### src/rtl/debug_unit_ctrl_pkg.sv
// debug_pkg: shared types and constants for the UART debug sequencing controller.
//   - Command byte values decoded from the UART receiver.
//   - Default snapshot length.
//   - Mode FSM states (top) and snapshot-send FSM states (sequencer).
package debug_pkg;

    localparam logic [7:0] CMD_CONT = 8'h63;  // start continuous run
    localparam logic [7:0] CMD_STEP = 8'h73;  // enter step mode / execute one step
    localparam logic [7:0] CMD_EXIT = 8'h78;  // leave step mode

    localparam int DATA_BYTES_DEFAULT = 64;

    // Execution modes owned by the top FSM. SEND covers the whole
    // SEND_ADDR/SEND_START/SEND_WAIT loop, which lives in the sequencer.
    typedef enum logic [2:0] {
        IDLE,
        CONT,
        STEP,
        STEP_EXEC,
        SEND
    } modeState_t;

    typedef enum logic [1:0] {
        SEND_OFF,
        SEND_ADDR,
        SEND_START,
        SEND_WAIT
    } sendState_t;

endpackage

### src/rtl/debug_unit_ctrl_if.sv
// debug_unit_ctrl_if: bundle of the UART RX/TX, datapath and LED signals
// around the debug controller.
//   master: the controller (consumes rx/halt/txDone/dbgByte, drives the rest)
//   slave : the surrounding UART cores, datapath and board
interface debug_unit_ctrl_if;
    logic       rxDone;
    logic [7:0] rxData;
    logic       haltIn;
    logic       txDone;
    logic [7:0] dbgByte;
    logic       pipeEnable;
    logic [7:0] dbgAddr;
    logic       txStart;
    logic [7:0] txData;
    logic       notStartUartTx;
    logic       ledIdle;
    logic       ledStep;
    logic       ledSend;
    logic       ledCont;
    logic [7:0] sendCounter;
    logic       sentFlag;

    modport master (
        input  rxDone, rxData, haltIn, txDone, dbgByte,
        output pipeEnable, dbgAddr, txStart, txData, notStartUartTx,
               ledIdle, ledStep, ledSend, ledCont, sendCounter, sentFlag
    );

    modport slave (
        output rxDone, rxData, haltIn, txDone, dbgByte,
        input  pipeEnable, dbgAddr, txStart, txData, notStartUartTx,
               ledIdle, ledStep, ledSend, ledCont, sendCounter, sentFlag
    );
endinterface

### src/rtl/debug_unit_ctrl_tx_sequencer.sv
// debug_tx_sequencer: streams DATA_BYTES snapshot bytes out through the UART TX.
// Ports:
//   clock, resetGral      clock, async active-high reset
//   go                    one-cycle request to start a snapshot
//   dbgByte               registered snapshot mux output (valid 1 cycle after dbgAddr)
//   txDone                UART TX finished current byte
//   dbgAddr, sendCounter  current byte index
//   txStart, txData       one-cycle start pulse and byte held until txDone
//   sentFlag              one-cycle pulse after the last byte
//   done                  combinational: last byte's txDone accepted this cycle
module debug_tx_sequencer
    import debug_pkg::*;
#(
    parameter int DATA_BYTES = DATA_BYTES_DEFAULT
) (
    input  logic       clock,
    input  logic       resetGral,
    input  logic       go,
    input  logic [7:0] dbgByte,
    input  logic       txDone,
    output logic [7:0] dbgAddr,
    output logic       txStart,
    output logic [7:0] txData,
    output logic [7:0] sendCounter,
    output logic       sentFlag,
    output logic       done
);

    localparam logic [7:0] LAST_COUNT = 8'(DATA_BYTES);

    sendState_t state, stateNext;
    logic [7:0] countNext;

    assign countNext = sendCounter + 8'd1;
    // Lets the top FSM leave SEND on the same edge that raises sentFlag.
    assign done      = (state == SEND_WAIT) && txDone && (countNext == LAST_COUNT);
    assign dbgAddr   = sendCounter;

    always_comb begin
        stateNext = state;
        unique case (state)
            SEND_OFF:   if (go) stateNext = SEND_ADDR;
            SEND_ADDR:  stateNext = SEND_START;  // mux needs one cycle for dbgByte
            SEND_START: stateNext = SEND_WAIT;
            SEND_WAIT:  if (txDone) stateNext = done ? SEND_OFF : SEND_ADDR;
            default:    stateNext = SEND_OFF;
        endcase
    end

    always_ff @(posedge clock or posedge resetGral) begin
        if (resetGral) begin
            state       <= SEND_OFF;
            sendCounter <= 8'd0;
            txStart     <= 1'b0;
            txData      <= 8'd0;
            sentFlag    <= 1'b0;
        end else begin
            state    <= stateNext;
            txStart  <= (state == SEND_START);
            sentFlag <= done;
            if (state == SEND_START) txData <= dbgByte;
            if ((state == SEND_WAIT) && txDone) sendCounter <= done ? 8'd0 : countNext;
        end
    end

endmodule

### src/rtl/debug_unit_ctrl.sv
// debug_unit_ctrl: UART debug sequencing controller.
// Decodes command bytes, gates the datapath clock-enable for continuous run or
// single-step, then hands off to debug_tx_sequencer to stream a snapshot.
// Ports:
//   clock      system clock
//   resetGral  async active-high reset
//   bus        debug_unit_ctrl_if.master (UART RX/TX, datapath, LEDs)
module debug_unit_ctrl
    import debug_pkg::*;
#(
    parameter int DATA_BYTES = DATA_BYTES_DEFAULT
) (
    input  logic                     clock,
    input  logic                     resetGral,
    debug_unit_ctrl_if.master        bus
);

    modeState_t state, stateNext;
    logic       retStep, retStepNext;  // snapshot returns to STEP (else IDLE)
    logic       pipeEnable, pipeEnableNext;
    logic       seqGo, seqDone;
    logic [7:0] seqAddr, seqTxData, seqCount;
    logic       seqTxStart, seqSent;

    always_comb begin
        stateNext   = state;
        retStepNext = retStep;
        seqGo       = 1'b0;
        unique case (state)
            IDLE: begin
                if (bus.rxDone) begin
                    if (bus.rxData == CMD_CONT)      stateNext = CONT;
                    else if (bus.rxData == CMD_STEP) stateNext = STEP;
                end
            end
            CONT: begin
                // halt has priority; any rx byte this cycle is dropped
                if (bus.haltIn) begin
                    stateNext   = SEND;
                    retStepNext = 1'b0;
                    seqGo       = 1'b1;
                end
            end
            STEP: begin
                if (bus.rxDone) begin
                    if (bus.rxData == CMD_STEP)      stateNext = STEP_EXEC;
                    else if (bus.rxData == CMD_EXIT) stateNext = IDLE;
                end
            end
            STEP_EXEC: begin
                stateNext   = SEND;
                retStepNext = 1'b1;
                seqGo       = 1'b1;
            end
            SEND: begin
                if (seqDone) stateNext = retStep ? STEP : IDLE;
            end
            default: stateNext = IDLE;
        endcase
        // Registered enable tracks the state being entered, so it is high
        // exactly for the cycles spent in CONT / STEP_EXEC.
        pipeEnableNext = (stateNext == CONT) || (stateNext == STEP_EXEC);
    end

    always_ff @(posedge clock or posedge resetGral) begin
        if (resetGral) begin
            state      <= IDLE;
            retStep    <= 1'b0;
            pipeEnable <= 1'b0;
        end else begin
            state      <= stateNext;
            retStep    <= retStepNext;
            pipeEnable <= pipeEnableNext;
        end
    end

    debug_tx_sequencer #(.DATA_BYTES(DATA_BYTES)) txSeq (
        .clock       (clock),
        .resetGral   (resetGral),
        .go          (seqGo),
        .dbgByte     (bus.dbgByte),
        .txDone      (bus.txDone),
        .dbgAddr     (seqAddr),
        .txStart     (seqTxStart),
        .txData      (seqTxData),
        .sendCounter (seqCount),
        .sentFlag    (seqSent),
        .done        (seqDone)
    );

    assign bus.pipeEnable     = pipeEnable;
    assign bus.dbgAddr        = seqAddr;
    assign bus.txStart        = seqTxStart;
    assign bus.notStartUartTx = ~seqTxStart;
    assign bus.txData         = seqTxData;
    assign bus.sendCounter    = seqCount;
    assign bus.sentFlag       = seqSent;
    assign bus.ledIdle        = (state == IDLE);
    assign bus.ledCont        = (state == CONT);
    assign bus.ledStep        = (state == STEP) || (state == STEP_EXEC);
    assign bus.ledSend        = (state == SEND);

endmodule

### src/flat_wrapper.sv
// flat-port wrapper written by rule: the top's interface ports become plain ports
module debug_unit_ctrl_flat import debug_pkg::*;
#(
    parameter int DATA_BYTES = DATA_BYTES_DEFAULT
)
  (clock, resetGral, bus_rxDone, bus_rxData, bus_haltIn, bus_txDone, bus_dbgByte, bus_pipeEnable, bus_dbgAddr, bus_txStart, bus_txData, bus_notStartUartTx, bus_ledIdle, bus_ledStep, bus_ledSend, bus_ledCont, bus_sendCounter, bus_sentFlag);
  debug_unit_ctrl_if bus_i ();
  input  logic clock;
  input  logic resetGral;
  input wire logic [$bits(bus_i.rxDone)-1:0] bus_rxDone;
  input wire logic [$bits(bus_i.rxData)-1:0] bus_rxData;
  input wire logic [$bits(bus_i.haltIn)-1:0] bus_haltIn;
  input wire logic [$bits(bus_i.txDone)-1:0] bus_txDone;
  input wire logic [$bits(bus_i.dbgByte)-1:0] bus_dbgByte;
  output wire logic [$bits(bus_i.pipeEnable)-1:0] bus_pipeEnable;
  output wire logic [$bits(bus_i.dbgAddr)-1:0] bus_dbgAddr;
  output wire logic [$bits(bus_i.txStart)-1:0] bus_txStart;
  output wire logic [$bits(bus_i.txData)-1:0] bus_txData;
  output wire logic [$bits(bus_i.notStartUartTx)-1:0] bus_notStartUartTx;
  output wire logic [$bits(bus_i.ledIdle)-1:0] bus_ledIdle;
  output wire logic [$bits(bus_i.ledStep)-1:0] bus_ledStep;
  output wire logic [$bits(bus_i.ledSend)-1:0] bus_ledSend;
  output wire logic [$bits(bus_i.ledCont)-1:0] bus_ledCont;
  output wire logic [$bits(bus_i.sendCounter)-1:0] bus_sendCounter;
  output wire logic [$bits(bus_i.sentFlag)-1:0] bus_sentFlag;
  assign bus_i.rxDone = bus_rxDone;
  assign bus_i.rxData = bus_rxData;
  assign bus_i.haltIn = bus_haltIn;
  assign bus_i.txDone = bus_txDone;
  assign bus_i.dbgByte = bus_dbgByte;
  assign bus_pipeEnable = bus_i.pipeEnable;
  assign bus_dbgAddr = bus_i.dbgAddr;
  assign bus_txStart = bus_i.txStart;
  assign bus_txData = bus_i.txData;
  assign bus_notStartUartTx = bus_i.notStartUartTx;
  assign bus_ledIdle = bus_i.ledIdle;
  assign bus_ledStep = bus_i.ledStep;
  assign bus_ledSend = bus_i.ledSend;
  assign bus_ledCont = bus_i.ledCont;
  assign bus_sendCounter = bus_i.sendCounter;
  assign bus_sentFlag = bus_i.sentFlag;
  debug_unit_ctrl #(.DATA_BYTES(DATA_BYTES)) u_core (.clock(clock), .resetGral(resetGral), .bus(bus_i));
endmodule
### config.mk
export PLATFORM = sky130hd
export DESIGN_NAME = debug_unit_ctrl_flat
export DESIGN_NICKNAME = d
export VERILOG_FILES = /design/src/rtl/debug_unit_ctrl_pkg.sv /design/src/rtl/debug_unit_ctrl_if.sv /design/src/rtl/debug_unit_ctrl_tx_sequencer.sv /design/src/rtl/debug_unit_ctrl.sv /design/src/flat_wrapper.sv
export SDC_FILE = /design/constraint.sdc
export NUM_CORES = 1
export LEC_CHECK = 0
export ABC_CLOCK_PERIOD_IN_PS = 2400
export BUFFER_PORTS_ARGS = -buffer_cell sky130_fd_sc_hd__buf_2
export CAP_MARGIN = 15
export CORE_ASPECT_RATIO = 1.4
export CORE_MARGIN = 2
export CORE_UTILIZATION = 48
export CTS_CLUSTER_SIZE = 30
export DETAILED_ROUTE_END_ITERATION = 8
export GPL_ROUTABILITY_DRIVEN = 0
export PLACE_DENSITY = 0.78
export RECOVER_POWER = 25
export SETUP_SLACK_MARGIN = 0.15
export SYNTH_ARGS = -nofsm -noshare
export SYNTH_HDL_FRONTEND = slang
export SYNTH_SLANG_ARGS = --single-unit
### constraint.sdc
create_clock -name clock -period 2.4 [get_ports clock]
set_input_delay 0.72 -clock clock [delete_from_list [all_inputs] [get_ports clock]]
set_output_delay 0.72 -clock clock [all_outputs]
set_load 0.05 [all_outputs]
* After elaboration in Yosys (flattened, before gate mapping)
Index checks and enable logic that the tools add are counted.
Word-level totals: input port bits 21, logic and storage cells 54, output and inout port bits 32, bits in registers 25
Cells by class: eq/ne operators 16, reductions and logical operators 9, bitwise logic cells 1, $add $sub $neg 1, multiplexer cells 19
Operator list (count):
- equality test 8 x 7 -> 1 bit, second input constant | 4
- two-way mux 3 bit | 8
- one-hot mux 3 bit (5 select lines) | 1
- equality test 3 x 2 -> 1 bit, second input constant | 3
- adder 8 x 1 -> 8 bit, second input constant | 1
- two-way mux 8 bit | 1
- one-hot mux 2 bit (4 select lines) | 1
- equality test 3 x 1 -> 1 bit, second input constant | 2
- two-way mux 2 bit | 3
- equality test 2 bit, second input constant | 2
- != test 2 bit, second input constant | 2
- one-hot mux 1 bit (2 select lines) | 2
- AND reduction 2 bit | 2
- equality test 3 bit, second input constant | 1
- zero test 3 bit | 1
- two-way mux 1 bit | 3
- equality test 2 x 1 -> 1 bit, second input constant | 1
- logical AND 1 bit | 2
- zero test 2 bit | 1
- logical OR 1 bit | 2
- != test 2 x 1 -> 1 bit, second input constant | 1
- nonzero test 2 bit | 1
- NOT 1 bit | 1

* Logic depth before layout (Yosys ltp)
depth after elaboration 7, mapped depth 7, gate-level depth less buffers 6

* By module
A second synthesis with hierarchy kept.
Second synthesis, totals: cell total of the unflattened synthesis 137, area total of the unflattened synthesis 1422.6 µm²
By module, submodules not included:
- debug_tx_sequencer | area an instance 1079.8 µm², cells an instance 102, instances 1, seq. area each 500.5 µm²
- debug_unit_ctrl | area an instance 342.8 µm², cells an instance 35, instances 1, seq. area each 125.1 µm²

* Worst setup path before layout
OpenSTA, ideal clock, no wires.
kind register to output, start point reg u_core.state[1], end point out bus_ledCont, setup slack 79 ps, stages on the path, launching flop included 3, arrival time 1601 ps, buffers on the path 1, cell sequence dfrtp_1 clkbuf_1 nor3_1
On the way: longest elaborated chain between the ends 1
Ends and longest elaborated chain:
- start: declaration | line debug_unit_ctrl.sv:18 | modeState_t state, stateNext;
- start signal: assignment | line debug_unit_ctrl.sv:71 | state <= stateNext;
- equality test 3 x 1 -> 1 bit | line debug_unit_ctrl.sv:99 | assign bus.ledCont = (state == CONT);
- end: declaration | line flat_wrapper.sv:23 | output wire logic [$bits(bus_i.ledCont)-1:0] bus_ledCont;
No other way between the ends.

* Worst setup path in the final report
start point reg u_core.state[1], end point out bus_ledSend
On the way: longest elaborated chain between the ends 1
Ends and longest elaborated chain:
- equality test 3 bit | line debug_unit_ctrl.sv:101 | assign bus.ledSend = (state == SEND);
- end: declaration | line flat_wrapper.sv:22 | output wire logic [$bits(bus_i.ledSend)-1:0] bus_ledSend;
No other way between the ends.

==> qor.txt <==
Status - complete, no violations
CP max stage cell - dfrtp_1
Total track usage - 17.34%
Worst-Margin Slew - 1.285 ns
Number of detailed-route iterations in the first pass - 4
Syn Inst Count - 131
Die area - 0.003365 mm2
Synthesized area per cell - 10.67 um2
Placed Area - 0.001639 mm2
Crit path DAT - 1.34 ns
Ports - 53
IO Port Bufs - 52
RSZ-0062 raised after global routing - no
Crit path required time - 1.68 ns
Post-layout nets - 205
Final ANT Viol Nets - 0
Final-report max-slew violation count - 0
Core area - 0.002820 mm2
Cts hold-fix bufs - 0
CTS HTree Levels - 1
Largest net degree at the start of global routing - 26
Critical path class - reg2out
Clk_skew - 0.001715 ns
Total Wirelength - 2.802 mm
Unique masters post-synth - 42
Leakage power - 0.8319 nW
CTS sink count - 25
CP bufs+invs - 2
Yosys reg bits - 25
Post-synthesis sequential area ratio - 44.76%
Max Root-Sink Buffers - 2
Max-cap check violation count - 0
Clk Latency, worst-skew pair - 0.26 ns
PD cells - 1259 mW/mm2
Final setup TNS - 0 ns
First-pass GRT wire length - 4.588 mm
Cell area after synthesis - 0.001398 mm2
Peak VDD IR - 1.121 mV
Hold WS - 0.5086 ns
Post-DP HPWL - 2.235 mm
Crit path max-delay family - flip-flops
Slew margin rel. - 14.30%
Design area - 0.001684 mm2
Share of cells above drive strength 1 - 44.63%
Initial Utilization - 49.56%
Area Growth Syn to Fin - 20.50%
Critical Path Fanout Max - 8
Startpoint Class - flip-flop
Vias in the first global route - 1106
Initial antenna violation count - 0
Clk root buf - clkbuf_8
Routed vias - 1125
Syn nets - 158
Finish-stage setup viols - 0
Post-cts sizing count - 0
Fin crit share - 85.68%
CP Capture Type - output pin
Worst path cell trace - inv_1, and3_1, buf_2
Max Freq - 0.4863 GHz
Site row count - 23
Iteration-0 DRC Markers - 25
Setup repair bufs after CTS - 0
Gr ovfl total - 0
Hold Vio Cnt, Final - 0
N_diodes - 0
CTS tree - yes
Routed vias/inst - 5.257
Clock slew at the register clock pins of the worst setup and hold paths - 0.09 ns
Die width - 49.61 um
CP peak stage delay - 0.46 ns
DR WL/cell - 13.09 um
Yosys warns - 0
Die Ht - 67.85 um
Inserted Clock Buffers - 3
Final min period - 2.056 ns
Remaining DRCs - 0
Fin cells - 214
Hold WC Path Type - reg2reg
Dpl cells - 210
-- metal layers --
layer	GRT usage [%]	vias up	routed length, um
met5	0	-	0
met4	4.167	0	8
met3	2.620	2	154
met2	35.50	36	1581
met1	18.30	537	1058
li1	-	550	-
-- layout make-up --
class	count	area [um2]
multi-input cells	88	673.1
fillers	274	1136
repair buffers	53	264.0
flip-flops and latches	25	625.6
inverters	7	26.28
clock buffers	3	41.29
clock inverters	1	7.507
well taps	37	46.29
-- cell usage in the layout, fill, tap and decap left out, drive strengths merged, types with 3 or more instances in the layout --
cell | Yosys | final
nand2 | 11 | 11
inv | 7 | 7
a22o | 3 | 3
ha | 6 | 6
nand4 | 3 | 3
dfrtp | 25 | 25
xnor2 | 3 | 3
mux2 | 10 | 10
xor2 | 3 | 3
nor2 | 6 | 6
buf | 9 | 52
clkbuf | 2 | 4
nor3 | 4 | 4
o21ai | 5 | 5
nand3 | 6 | 6
nor2b | 4 | 4
-- through the flow --
stage          power (mW)  setup WS [ns]  utilization, %
2_1_floorplan       1.666        0.07858               -
3_3_place_gp        1.845         0.4133           58.12
3_5_place_dp        1.890         0.3411           58.12
4_1_cts             2.139         0.3574           59.85
5_1_grt             2.226         0.2372           59.72
6_report            2.120         0.3438           59.72
-- flip-flops by register name (all words and copies together) (netlist names) --
register,count
u_core.txSeq.state,2
u_core.retStep,1
u_core.state,3
u_core.txSeq.dbgAddr,8
u_core.txSeq.txData,8
u_core.bus.pipeEnable,1
u_core.txSeq.sentFlag,1
u_core.txSeq.txStart,1
-- power breakdown --
part / internal [mW] / total, mW / switching, mW / leakage [nW]
registers: 0.553 / 0.686 / 0.133 / 0.319
clock network: 0.117 / 0.246 / 0.128 / 0.0217
logic: 0.358 / 1.19 / 0.831 / 0.491
-- path summary, 6_finish.rpt --
check,startpoint,endpoint,slack (ns),cells past startpoint
worst max-delay path,u_core.state[1]$_DFF_PP0_,bus_ledSend,0.34,3
worst min-delay path,u_core.txSeq.txData[6]$_DFFE_PP0P_,u_core.txSeq.txData[6]$_DFFE_PP0P_,0.51,1
worst max register to register,u_core.txSeq.dbgAddr[0]$_DFFE_PP0P_,u_core.txSeq.dbgAddr[6]$_DFFE_PP0P_,0.42,6
worst min register to register,u_core.txSeq.txData[6]$_DFFE_PP0P_,u_core.txSeq.txData[6]$_DFFE_PP0P_,0.51,1
max in group asynchronous,resetGral,u_core.txSeq.sentFlag$_DFF_PP0_,0.78,3
min in group asynchronous,resetGral,u_core.state[0]$_DFF_PP0_,0.87,3
-- cell usage after synthesis, drive strengths merged --
cell,n,area (um2)
a21o,1,7.510
dfrtp,25,625.6
nor2b,4,25.02
a22o,3,26.28
clkbuf,2,7.510
mux2,10,112.6
nor3,4,20.02
a2111o,1,11.26
or3b,2,17.52
inv,7,26.28
o22ai,2,12.51
nand3b,1,7.510
xnor2,3,26.28
ha,6,75.07
o31ai,2,15.01
a211oi,1,7.510
or4,1,11.26
a41o,1,11.26
nand3,6,35.03
a21oi,2,10.01
nor2,6,30.03
a21bo,1,10.01
o21ai,5,36.28
o2111ai,2,23.77
nor4bb,1,10.01
nand4,3,18.77
nand2b,1,6.260
buf,9,65.06
xor2,3,26.28
nor4,2,18.77
and3,2,13.77
nand2,11,41.29
or2,1,6.260
-- cell families after synthesis --
family	Yosys count	synth area share, %
and+or+nand+nor	45	18.71
DFF	25	44.76
AOI/OAI and AO/OA	21	12.26
buffers and inverters	18	7.073
muxes	10	8.057
xor gates and xnor gates	6	3.761
adders and majority gates	6	5.371
Note: power is estimated with default switching activity, not from simulation.
